`src/rtl/bcd2bin_shift.sv`:
```
// bcd2bin_shift: sequential 8-digit BCD to 27-bit binary converter.
// Reverse double-dabble: shift {BCD,BIN} right once per step, then subtract 3
// from every BCD digit that reads 8 or more. 27 steps plus one finish cycle.
module bcd2bin_shift #(
    parameter int C_WO_LATCH = 0
) (
    input  logic        CK_i,
    input  logic        XARST_i,
    input  logic        EN_CK_i,
    input  logic [31:0] DAT_i,
    input  logic        REQ_i,
    output logic [26:0] QQ_o,
    output logic        DONE_o,
    output logic        BUSY_o,
    output logic        ERR_o
);

    typedef enum logic [1:0] {
        ST_IDLE  = 2'd0,
        ST_SHIFT = 2'd1,
        ST_FIN   = 2'd2
    } state_t;

    state_t      state, state_nx;
    logic [31:0] bcd_sr, bcd_nx;
    logic [26:0] bin_sr, bin_nx;
    logic [4:0]  ctr, ctr_nx;
    logic        err_sr, err_nx;
    logic        busy_q;
    logic [31:0] bcd_shr, bcd_cor;
    logic        in_err;

    // Flag any input digit above 9 at request time.
    always_comb begin
        in_err = 1'b0;
        for (int unsigned i = 0; i < 8; i++) begin
            if (DAT_i[4*i +: 4] > 4'd9) in_err = 1'b1;
        end
    end

    // One conversion step: shift right, then correct digits >= 8 by -3.
    always_comb begin
        bcd_shr = {1'b0, bcd_sr[31:1]};
        bcd_cor = bcd_shr;
        for (int unsigned i = 0; i < 8; i++) begin
            if (bcd_shr[4*i +: 4] >= 4'd8) bcd_cor[4*i +: 4] = bcd_shr[4*i +: 4] - 4'd3;
        end
    end

    // Next-state logic; a request restarts the job from any state.
    always_comb begin
        state_nx = state;
        bcd_nx   = bcd_sr;
        bin_nx   = bin_sr;
        ctr_nx   = ctr;
        err_nx   = err_sr;
        if (REQ_i) begin
            state_nx = ST_SHIFT;
            bcd_nx   = DAT_i;
            bin_nx   = '0;
            ctr_nx   = '0;
            err_nx   = in_err;
        end else begin
            case (state)
                ST_SHIFT: begin
                    bcd_nx = bcd_cor;
                    bin_nx = {bcd_sr[0], bin_sr[26:1]};
                    ctr_nx = ctr + 5'd1;
                    if (ctr == 5'd26) state_nx = ST_FIN;
                end
                ST_FIN:  state_nx = ST_IDLE;
                default: state_nx = ST_IDLE;
            endcase
        end
    end

    // Working registers, frozen while the clock enable is low.
    always_ff @(posedge CK_i or negedge XARST_i) begin
        if (!XARST_i) begin
            state  <= ST_IDLE;
            bcd_sr <= '0;
            bin_sr <= '0;
            ctr    <= '0;
            err_sr <= 1'b0;
            busy_q <= 1'b0;
        end else if (EN_CK_i) begin
            state  <= state_nx;
            bcd_sr <= bcd_nx;
            bin_sr <= bin_nx;
            ctr    <= ctr_nx;
            err_sr <= err_nx;
            busy_q <= (state_nx != ST_IDLE);
        end
    end

    assign BUSY_o = busy_q;

    generate
        if (C_WO_LATCH == 0) begin : g_latch
            logic [26:0] qq_q;
            logic        done_q;
            logic        err_q;

            // Capture the result on the finish edge; FIN is latched even when
            // a new request loads at the same edge.
            always_ff @(posedge CK_i or negedge XARST_i) begin
                if (!XARST_i) begin
                    qq_q   <= '0;
                    done_q <= 1'b0;
                    err_q  <= 1'b0;
                end else if (EN_CK_i) begin
                    done_q <= (state == ST_FIN);
                    if (state == ST_FIN) begin
                        qq_q  <= bin_sr;
                        err_q <= err_sr;
                    end
                end
            end

            assign QQ_o   = qq_q;
            assign DONE_o = done_q;
            assign ERR_o  = err_q;
        end else begin : g_nolatch
            assign QQ_o   = bin_sr;
            assign DONE_o = (state == ST_FIN);
            assign ERR_o  = err_sr;
        end
    endgenerate

endmodule

```
`config.mk`:
```
export PLATFORM = sky130hd
export DESIGN_NAME = bcd2bin_shift
export DESIGN_NICKNAME = d
export VERILOG_FILES = /design/src/rtl/bcd2bin_shift.sv
export SDC_FILE = /design/constraint.sdc
export NUM_CORES = 1
export LEC_CHECK = 0
export BUFFER_PORTS_ARGS = -buffer_cell sky130_fd_sc_hd__buf_2
export CORE_ASPECT_RATIO = 1.75
export CORE_MARGIN = 3
export CORE_UTILIZATION = 45
export CTS_CLUSTER_SIZE = 20
export DETAILED_ROUTE_END_ITERATION = 7
export PLACE_DENSITY = 0.72
export RECOVER_POWER = 50
export SETUP_SLACK_MARGIN = 0.02
export SYNTH_ARGS = -nofsm -noshare
export SYNTH_HDL_FRONTEND = slang
export SYNTH_SLANG_ARGS = --single-unit
```
`constraint.sdc`:
```
create_clock -name CK_i -period 3.25 [get_ports CK_i]
set_clock_uncertainty 0.1 [all_clocks]
set_input_delay 0.1625 -clock CK_i [delete_from_list [all_inputs] [get_ports CK_i]]
set_output_delay 0.1625 -clock CK_i [all_outputs]
set_load 0.005 [all_outputs]
```
# == Word-level counts from Yosys, hierarchy flattened ==
# Cells that the tools add are included.
# totals
reg_bits,97
out_inout_bits,30
wordCells,64
# op_classes
mux,24
add_sub_neg,8
n_lt_le_gt_ge,15
reduce_logical,5
n_eq_ne,3
# ops
operator,count
2-to-1 mux 32 bit,2
2-to-1 mux 27 bit,2
"greater-than comparator 4 bit, second input constant",8
">= comparator 4 bit, second input constant",7
2-to-1 mux 4 bit,7
"subtractor 4 x 2 -> 4 bit, second input constant",7
2-to-1 mux 5 bit,2
2-to-1 mux 1 bit,8
2-to-1 mux 2 bit,3
AND reduction 2 bit,3
"adder 5 x 1 -> 5 bit, second input constant",1
"== test 5 bit, second input constant",1
nonzero test 2 bit,2
"== test 2 x 1 -> 1 bit, second input constant",1
"== test 2 bit, second input constant",1

# == Longest topological paths before layout ==
# logic_depth
depth_word,9
depth_mapped,6

# == Worst setup path before layout ==
# No wires, ideal clock.
# synth_timing
path_type,register to register
start,register state[1]
end,register bcd_sr[11]
t_required_ns,3.084
synth_period_minus_slack_ns,1.483
path_stages_with_launch,7
arrival_time_ns,1.317
path_buffers,2
path_slack_ns,1.767
path_cell_list,dfrtp_1 -> nand2b_1 -> buf_4 -> or3_1 -> buf_2 -> nor2_1 -> a221o_1
# synth_via
elab_chain_len,3
# synth_lines
item,line,source
from (decl),24,"state_t state, state_nx;"
from (signal assigned),87,state <= state_nx;
== test 2 x 1 -> 1 bit,64,case (state)
nonzero test 2 bit (no line),--,
AND reduction 2 bit (no line),--,
to (signal assigned),88,bcd_sr <= bcd_nx;
to (decl),25,"logic [31:0] bcd_sr, bcd_nx;"
# Every way passes these cells.
# A chain may end at the register's enable or synchronous reset.

==> results_dict.tcl <==
set metrics [dict create \
    outcome "complete, but fails checks" \
    violations "capacitance limit, slew limit" \
    clkSinkCount 97 \
    grt_pass1_vias 3311 \
    portBuffers 65 \
    clockRootBuffer "clkbuf_16" \
    io_pins 66 \
    worstHoldPathType "in2reg" \
    yosys_warnings 0 \
    path_clk_slew_ns 0.07 \
    dpl_cell_area_um2 4910 \
    setup_violations 0 \
    cp.required_ns 3.50 \
    cts_max_path_buffers 2 \
    min_period_over_period_pct 70.5 \
    gp_congestion 0.798 \
    layout_commonest_cell "dfrtp_1" \
    drc 0 \
    place_ws_ns 1.16 \
    tns_ns 0 \
    syn_nets 454 \
    core_area_um2 9590 \
    muxShareOfSynthArea_pct 10.8 \
    grt_pass1_wl_um 15800 \
    mostFrequentLayoutCells "dfrtp_1, buf_2, o21ai_0" \
    clock.fmax_ghz 0.436 \
    num_vias 3193 \
    endpoint_kind "asynchronous set/reset pin" \
    worstMarginPinSlew_ns 1.53 \
    dieWidth_um 81.5 \
    antennaDiodeCount 0 \
    grt.overflow.total 0 \
    nNetsFinal 522 \
    layout-drive-gt1-share_pct 21.5 \
    synth_seq_cells 97 \
    busiest_layer "met2" \
    fin_crit_ns 2.29 \
    synth_cell_types 32 \
    use_met1_pct 21.7 \
    cp-start-kind "input pin" \
    cp_max_fo 58 \
    drt_iter0_drc 137 \
    syn_area_per_cell_um2 11.2 \
    p_leak_nw 2.58 \
    synth_top_family_by_area "compound AO/OA/AOI/OAI gates" \
    ant_nets 0 \
    fill_cells 840 \
    ctsResizeCount 0 \
    grt_usage_pct 18.0 \
    yosysSeqAreaShare_pct 54.0 \
    arrival_ns 2.55 \
    synth-xor-area-share_pct 3.12 \
    synth-simple-area-share_pct 8.80 \
    hold_buffers 10 \
    first_pass_iters 6 \
    slew_headroom_pct -1.69 \
    synth_fa_ha_area_share_pct 4.45 \
    synth_flop_cell "dfrtp_1" \
    cts_max_level 3 \
    async_flop_share_pct 100 \
    use_met3_pct 4.04 \
    synth_compound_area_share_pct 14.6 \
    wl_um 9180 \
    clkLatencyLatePin_ns 0.34 \
    max-vdd-ir-drop_mv 0.289 \
    dp_hpwl_um 6190 \
    viasPerCell 5.35 \
    syn_area_um2 4490 \
    report.final.slew_viol_count 30 \
    fp.dieArea_um2 11300 \
    start_util_pct 46.9 \
    synth_edf_count 0 \
    setup.worst_path.class "in2async" \
    powerDensity_nw_per_um2 535 \
    postLayoutCellArea_um2 5270 \
    detail_route.wl_per_cell_um 15.4 \
    num_rows 47 \
    syn_inst 402 \
    cts_setup_buffers 0 \
    setup_ws_ns 0.958 \
    cts_made_buffers 9 \
    antenna_found_initial 0 \
    syn2layout_area_growth_pct 17.2 \
    die_h_um 138 \
    maxCapViolations 1 \
    hold_viol 0 \
    grt_max_degree 59 \
    cts_tree "done" \
    grt_use_met2_pct 30.3 \
    rsz0062_at_grt "no" \
]
-- final timing paths --
kind,depth (start not counted),from,end,slack [ns]
setup / recovery,3,XARST_i,bin_sr[13],0.96
hold / removal,3,DAT_i[29],bcd_sr[29],0.01
hold reg to reg,2,bcd_sr[29],bcd_sr[29],0.39
setup reg to reg,3,state[0],QQ_o[15],0.97
min in group asynchronous,2,XARST_i,bcd_sr[9],0.60
max in group CK_i,3,state[0],QQ_o[15],0.97
-- sequential cells by signal, summed over array words and instances (netlist names) --
name,cells
BUSY_o,1
DONE_o,1
ERR_o,1
QQ_o,27
bcd_sr,32
bin_sr,27
ctr,5
err_sr,1
state,2
-- per-layer routing --
| metal | part of all wire, % | vias to the layer above |
|---|---|---|
| met5 | 0 | - |
| met4 | 1.9 | 0 |
| met3 | 3.7 | 9 |
| met2 | 53 | 63 |
| met1 | 41 | 1589 |
| li1 | - | 1532 |
-- where the power goes --
part,switching (mW),total (mW),leakage (nW),internal (mW)
registers,0.112,1.40,1.29,1.29
logic,0.202,0.390,1.15,0.188
clock network,0.463,1.03,0.138,0.563
-- cell usage after synthesis (2+ instances only) --
library cell / n / area, µm²
a21oi_1: 14 / 70.1
a221o_1: 7 / 70.1
a22o_1: 29 / 254
buf_2: 16 / 80.1
buf_4: 3 / 22.5
clkbuf_1: 5 / 18.8
dfrtp_1: 97 / 2430
ha_1: 16 / 200
inv_1: 18 / 67.6
mux2_2: 28 / 315
mux2i_1: 17 / 170
nand2_1: 27 / 101
nand2b_1: 9 / 56.3
nand3_1: 8 / 40.0
nor2_1: 33 / 124
o211ai_1: 2 / 15.0
o21ai_0: 34 / 170
o21ai_1: 11 / 55.1
xnor2_1: 14 / 123
xor2_1: 2 / 17.5
-- cells by family after synthesis --
logic type,count (synthesis)
AO/OA/AOI/OAI,100
XOR/XNOR,16
adder cells (fa/ha/maj),16
buffers and inverters,42
flip-flops,97
multiplexers,45
AND/OR/NAND/NOR,86
-- critical path: stages --
cell and delay [ns]:
dlygate4sd3_1 0.52, clkbuf_2 1.07, clkbuf_1 0.75
-- stage by stage --
stage               power, mW  hold WS [ns]  utilization [%]  cells
finish                   2.82        0.0137             55.0    597
floorplan                1.68        -0.233                -    402
CTS                      2.85       0.00786             55.3    597
global route             2.96        0.0340             55.0    597
global placement         1.78         0.179             51.2    571
detailed placement       1.81         0.188             51.2    571
-- area by class of cell --
type / count / area (µm²) / share of cell area [%]
flip-flops and latches: 97 / 2430 / 46.1
repair buffers: 81 / 444 / 8.43
clock buffers: 11 / 253 / 4.80
clock inverters: 5 / 37.5 / 0.713
inverters: 18 / 67.6 / 1.28
multi-input cells: 263 / 1890 / 35.8
well taps: 122 / 153 / 2.90
Note: power is estimated with default switching activity, not from simulation.
